===== src/rtl/mem_access_unit.sv =====
// MEM-stage load/store unit: runs a valid/ready data-memory transaction and feeds the MEM/WB register.
// Optional MISALIGN_TRAP_EN: misaligned half/word accesses skip the bus and retire flagged misaligned_out.
module mem_access_unit #(
    parameter logic [31:0] NOP_INSTR = 32'h00000013,
    localparam int unsigned XLEN = 32
) (
    input  logic            clk,
    input  logic            reset_n,
    input  logic [XLEN-1:0] pc_in,
    input  logic [XLEN-1:0] instruction_in,
    input  logic [XLEN-1:0] ALU_result_in,
    input  logic [XLEN-1:0] regOut_B_in,
    input  logic            RegWEn_in,
    input  logic            MemRW_in,
    input  logic [1:0]      WBsel_in,
    output logic            stall,
    output logic            dmem_req_valid,
    output logic            dmem_req_we,
    output logic [XLEN-1:0] dmem_addr,
    output logic [XLEN-1:0] dmem_wdata,
    output logic [3:0]      dmem_wstrb,
    input  logic            dmem_req_ready,
    input  logic            dmem_rsp_valid,
    input  logic [XLEN-1:0] dmem_rdata,
    output logic [XLEN-1:0] pc_out,
    output logic [XLEN-1:0] instruction_out,
    output logic [XLEN-1:0] ALU_result_out,
    output logic [XLEN-1:0] mem_data_out,
    output logic            RegWEn_out,
    output logic [1:0]      WBsel_out,
    output logic            misaligned_out
);

    typedef enum logic [1:0] {S_IDLE, S_REQ, S_WAIT_RSP, S_DONE} state_e;

    typedef struct packed {
        logic [XLEN-1:0] addr;
        logic [XLEN-1:0] wdata;
        logic [3:0]      wstrb;
        logic            we;
        logic [2:0]      funct3;
        logic [1:0]      lane;
    } req_t;

    typedef struct packed {
        logic [XLEN-1:0] pc;
        logic [XLEN-1:0] instr;
        logic [XLEN-1:0] alu;
        logic [XLEN-1:0] mem_data;
        logic            regwen;
        logic [1:0]      wbsel;
        logic            misaligned;
    } mewb_t;

    state_e          state_q, state_d;
    req_t            req_q, req_d;
    mewb_t           mewb_q, mewb_d;
    logic            req_valid_q, req_valid_d;
    logic [XLEN-1:0] ld_data_q, ld_data_d;

    logic [2:0]      funct3_c;
    logic            is_load_c, is_store_c, memop_c, trap_c;
    logic [1:0]      lane_c;
    logic [XLEN-1:0] wdata_c;
    logic [3:0]      wstrb_c;
    mewb_t           pass_c, bubble_c;

    // Select the addressed byte/halfword of the returned word and extend it.
    function automatic logic [XLEN-1:0] load_extend(input logic [2:0] funct3,
                                                     input logic [1:0] lane,
                                                     input logic [XLEN-1:0] word);
        logic [7:0]      b;
        logic [15:0]     h;
        logic [XLEN-1:0] r;
        b = word[{lane, 3'b000} +: 8];
        h = word[{lane[1], 4'b0000} +: 16];
        case (funct3)
            3'b000:  r = {{24{b[7]}}, b};
            3'b001:  r = {{16{h[15]}}, h};
            3'b100:  r = {24'd0, b};
            3'b101:  r = {16'd0, h};
            default: r = word;
        endcase
        return r;
    endfunction

    // Decode and size-masked lane, write data and strobes.
    always_comb begin
        funct3_c   = instruction_in[14:12];
        is_store_c = MemRW_in;
        is_load_c  = RegWEn_in && (WBsel_in == 2'b00) && !MemRW_in;
        memop_c    = is_load_c || is_store_c;
        lane_c     = 2'b00;
        wdata_c    = regOut_B_in;
        wstrb_c    = 4'hF;
        case (funct3_c[1:0])
            2'b00: begin
                lane_c  = ALU_result_in[1:0];
                wdata_c = {4{regOut_B_in[7:0]}};
                wstrb_c = 4'b0001 << lane_c;
            end
            2'b01: begin
                lane_c  = {ALU_result_in[1], 1'b0};
                wdata_c = {2{regOut_B_in[15:0]}};
                wstrb_c = 4'b0011 << lane_c;
            end
            default: ;
        endcase
`ifdef MISALIGN_TRAP_EN
        // Masking dropped address bits means the access was not naturally aligned.
        trap_c = memop_c && (lane_c != ALU_result_in[1:0]);
`else
        trap_c = 1'b0;
`endif
    end

    always_comb begin
        pass_c = '{pc: pc_in, instr: instruction_in, alu: ALU_result_in, mem_data: '0,
                   regwen: RegWEn_in && !trap_c, wbsel: WBsel_in, misaligned: trap_c};
        bubble_c            = pass_c;
        bubble_c.instr      = NOP_INSTR;
        bubble_c.regwen     = 1'b0;
        bubble_c.misaligned = 1'b0;
    end

    // Next-state and MEM/WB payload; bubble is the default while stalled.
    always_comb begin
        state_d     = state_q;
        req_d       = req_q;
        req_valid_d = 1'b0;
        ld_data_d   = ld_data_q;
        mewb_d      = bubble_c;
        stall       = 1'b0;
        case (state_q)
            S_IDLE: begin
                if (memop_c && !trap_c) begin
                    stall       = 1'b1;
                    state_d     = S_REQ;
                    req_valid_d = 1'b1;
                    req_d       = '{addr: {ALU_result_in[XLEN-1:2], 2'b00}, wdata: wdata_c,
                                    wstrb: wstrb_c, we: is_store_c, funct3: funct3_c,
                                    lane: lane_c};
                end else begin
                    mewb_d = pass_c;
                end
            end
            S_REQ: begin
                stall = 1'b1;
                if (dmem_req_ready) begin
                    state_d = req_q.we ? S_DONE : S_WAIT_RSP;
                end else begin
                    req_valid_d = 1'b1;
                end
            end
            S_WAIT_RSP: begin
                stall = 1'b1;
                if (dmem_rsp_valid) begin
                    ld_data_d = load_extend(req_q.funct3, req_q.lane, dmem_rdata);
                    state_d   = S_DONE;
                end
            end
            S_DONE: begin
                state_d         = S_IDLE;
                mewb_d          = pass_c;
                mewb_d.mem_data = req_q.we ? '0 : ld_data_q;
            end
            default: state_d = S_IDLE;
        endcase
    end

    always_ff @(posedge clk or negedge reset_n) begin
        if (!reset_n) begin
            state_q     <= S_IDLE;
            req_q       <= '0;
            req_valid_q <= 1'b0;
            ld_data_q   <= '0;
            mewb_q      <= '0;
        end else begin
            state_q     <= state_d;
            req_q       <= req_d;
            req_valid_q <= req_valid_d;
            ld_data_q   <= ld_data_d;
            mewb_q      <= mewb_d;
        end
    end

    assign dmem_req_valid  = req_valid_q;
    assign dmem_req_we     = req_q.we;
    assign dmem_addr       = req_q.addr;
    assign dmem_wdata      = req_q.wdata;
    assign dmem_wstrb      = req_q.wstrb;
    assign pc_out          = mewb_q.pc;
    assign instruction_out = mewb_q.instr;
    assign ALU_result_out  = mewb_q.alu;
    assign mem_data_out    = mewb_q.mem_data;
    assign RegWEn_out      = mewb_q.regwen;
    assign WBsel_out       = mewb_q.wbsel;
    assign misaligned_out  = mewb_q.misaligned;

endmodule

===== config.mk =====
export PLATFORM = sky130hd
export DESIGN_NAME = mem_access_unit
export DESIGN_NICKNAME = d
export VERILOG_FILES = /design/src/rtl/mem_access_unit.sv
export SDC_FILE = /design/constraint.sdc
export NUM_CORES = 1
export LEC_CHECK = 0
export ABC_CLOCK_PERIOD_IN_PS = 2150
export CORE_UTILIZATION = 44
export CTS_BUF_LIST = sky130_fd_sc_hd__clkbuf_16
export CTS_CLUSTER_DIAMETER = 150
export DETAILED_ROUTE_END_ITERATION = 8
export HOLD_SLACK_MARGIN = 0.08
export PLACE_DENSITY = 0.8
export SKIP_LAST_GASP = 1
export SLEW_MARGIN = 20
export SYNTH_ARGS = -nofsm -noshare
export SYNTH_HDL_FRONTEND = slang
export SYNTH_SLANG_ARGS = --single-unit

===== constraint.sdc =====
create_clock -name clk -period 2.15 [get_ports clk]
set_clock_uncertainty 0.1 [all_clocks]
set_input_delay 0.43 -clock clk [delete_from_list [all_inputs] [get_ports clk]]
set_output_delay 0.43 -clock clk [all_outputs]
set_load 0.005 [all_outputs]

==> metrics.txt <==
status=finished, violations left; failing checks=negative setup slack; hold path endpoint=RegWEn_out$_DFF_PN0_; Yosys warnings=0; worst path required time=1.62 ns; initial antenna violation count=1; Post-synth top flop=dfrtp_1; clk root buf=clkbuf_16; Port Buf Inserts=367; vias in the first global route=7074; FF/Latch Area=5960 sq um; final hold vios=0; max cap viols=0; Filler cells=1505; die area=22000 sq um; Slew HR=60.4%; peak supply drop=0.000763 V; first-pass GRT wire length=38300 um; TritonCTS Buffers=26; largest fanout on the critical path=2; # DRC=0; initial DRC count=208; CTS H-tree lvls=1; Synth async-reset ratio=100%; kind of critical path=reg -> out; EDFF count, synth=0; FF-to-FF path depth=6; Final #Nets=1261; Die Ht=148 um; CP startpoint kind=flip-flop; Worst setup EP type=primary output; setup_tns=-0.105 ns; starting density of the core=44.8%; final max-slew violation count=0; Gate Count Post-Synth=754; total track usage=22.4%; via count=6728; GPL Wtd Cong=0.879; crit path time final=2.24 ns; CTS tree=yes; routed wire length=24500 um; # setup viols final=2; sequential fraction of the synthesis area=63.2%; Horiz. Die Dim=148 um; Distinct cells, synth=33; hold depth=2; FF+latch count, synth=238; layout cells sized above 1=13.2%; RR Endpoint=dmem_addr[31]$_DFFE_PN0P_; Leak Pwr=6.32 nW; routed vias/inst=4.87; hold wc startpoint=RegWEn_in; Worst-path clk slew=0.06 ns; core box area=21000 sq um; FP Rows=53; Post-Syn Area=9430 sq um; DR WL/cell=17.7 um; unrepaired setup endpoints after global routing=yes; HPWL Detailed=17900 um; PwrDens=1250 nW/um^2; Max Clock Freq=447 MHz; Crit path arrival time=1.71 ns; grt ovf=0; CTS max path bufs=3; worst-margin pin slew=0.593 ns; clock sink total=238; final instance area=14100 sq um; PnR worst setup slack=-0.0867 ns; DRT Pass-1 Iters=4; IO Pins=371; Critical R2R Launch=state_q[0]$_DFFE_PN0P_; ANT nets after route=0; worst skew pair latency=0.52 ns; syn avg cell area=12.5 sq um; multi-input logic area=2760 sq um; fin crit share=104%; setup slack, reg-to-reg=-0.02 ns; worst hold path class=in -> reg; largest net degree at the start of global routing=82; placed cell area=13200 sq um; area grow syn2layout=49.8%
-- registers in the layout (all words and copies together) (netlist names), 2 cells and up --
signal           flops
ALU_result_out      32
dmem_wdata          32
instruction_out     32
ld_data_q           32
mem_data_out        32
pc_out              32
dmem_addr           30
req_q                5
dmem_wstrb           4
WBsel_out            2
state_q              2
-- layer usage --
metal  track usage, %  vias up  routed length [um]  share of wire, %
met3             6.35       39                2240               9.1
met5                0        -                   9             0.037
met1             25.9     3261                9000                37
li1                 -     3126                   -                 -
met2             40.5      300               12800                52
met4             5.82        2                 505               2.1
-- layout by cell type (no fill, tap or decap), types with 3 or more instances in the layout --
| cell | instances |
|---|---|
| clkdlybuf4s50_1 | 362 |
| dfrtp_1 | 238 |
| nand2_1 | 67 |
| and2_1 | 64 |
| o21ai_0 | 44 |
| a21oi_1 | 39 |
| buf_4 | 34 |
| nor2_1 | 31 |
| mux2_4 | 30 |
| clkbuf_16 | 27 |
| mux2_2 | 25 |
| mux2i_1 | 24 |
| a211oi_1 | 17 |
| o31ai_1 | 11 |
| inv_1 | 10 |
| nor2b_1 | 10 |
| or3_1 | 9 |
| buf_12 | 9 |
| a311oi_1 | 7 |
| a31oi_1 | 4 |
| ha_1 | 4 |
| clkinv_2 | 4 |
| bufinv_16 | 4 |
| conb_1 | 3 |
| dlygate4sd3_1 | 3 |
| dlygate4sd2_1 | 3 |
-- what timing repair did --
action	4_1_cts	5_1_grt
endpoints found under the hold margin	57	0
gates resized for setup	14	2
setup endpoints to repair	25	21
setup buffers	3	2
pin swaps	4	2
hold buffers	3	0
-- logic make-up after synthesis --
| family | after synthesis | synth area share, % |
|---|---|---|
| DFF | 238 | 63.2 |
| adders and majority gates | 5 | 0.664 |
| AOI/OAI and AO/OA | 127 | 7.96 |
| buffers and inverters | 116 | 7.90 |
| other | 1 | 0.0398 |
| muxes | 79 | 10.3 |
| and+or+nand+nor | 188 | 9.93 |
-- area by class of cell --
type / count / share of cell area [%]
well taps: 275 / 2.44
repair buffers: 414 / 29.4
flip-flops and latches: 238 / 42.2
inverters: 6 / 0.160
clock buffers: 27 / 4.79
multi-input cells: 402 / 19.6
diodes: 1 / 0.0177
clock inverters: 19 / 1.44
-- stage by stage --
step / hold WS, ns / instances / power [mW] / utilization, % / worst slack [ns]
after detailed placement: 0.314 / 1327 / 13.1 / 62.6 / -0.789
after global placement: 0.317 / 1327 / 12.9 / 62.6 / -0.734
after global routing: 0.225 / 1381 / 18.7 / 67.1 / -0.155
final: 0.227 / 1382 / 17.7 / 67.2 / -0.0867
after CTS: 0.208 / 1379 / 17.8 / 67.1 / -0.108
after floorplan: 0.0344 / 756 / 10.2 / - / 0.0530
-- power by group --
group / internal (mW) / switching, mW / leakage [nW]
Sequential: 5.91 / 0.761 / 2.94
Combinational: 3.91 / 2.57 / 2.93
Clock: 2.75 / 1.75 / 0.452
Total: 12.6 / 5.09 / 6.32
-- critical path, cell delays in order, from the launching register on --
cell and delay, ns:
dfrtp_1 0.39, inv_2 0.09, ha_4 0.15, a21bo_4 0.23, nor2b_4 0.13, nor2_1 0.07, buf_2 0.13
-- synth_stat cells, types with 2 or more instances --
library cell / number / area [sq um]
a211oi_1: 17 / 128
a21oi_1: 39 / 195
a311oi_1: 7 / 61.3
a31oi_1: 4 / 25.0
and2_1: 64 / 400
buf_2: 7 / 35.0
buf_4: 70 / 526
buf_6: 5 / 56.3
clkbuf_1: 27 / 101
dfrtp_1: 238 / 5960
ha_1: 5 / 62.6
inv_1: 6 / 22.5
mux2_2: 25 / 282
mux2_4: 30 / 450
mux2i_1: 24 / 240
nand2_1: 67 / 251
nand2b_1: 2 / 12.5
nor2_1: 31 / 116
nor2b_1: 11 / 68.8
o21ai_0: 44 / 220
o31ai_1: 11 / 82.6
or3_1: 9 / 56.3
-- worst max-delay path by stage --
stage | startpoint | end | slack (ns) | cells after the start
after floorplan | WBsel_in[1] | stall | 0.05 | 6
after global routing | state_q[0]$_DFFE_PN0P_ | stall | -0.15 | 6
after detailed placement | RegWEn_in | dmem_addr[31]$_DFFE_PN0P_ | -0.79 | 6
after global placement | RegWEn_in | dmem_addr[31]$_DFFE_PN0P_ | -0.73 | 6
after CTS | state_q[0]$_DFFE_PN0P_ | stall | -0.11 | 6
final | state_q[0]$_DFFE_PN0P_ | stall | -0.09 | 6
No activity file was read; power rests on OpenSTA's default activity.
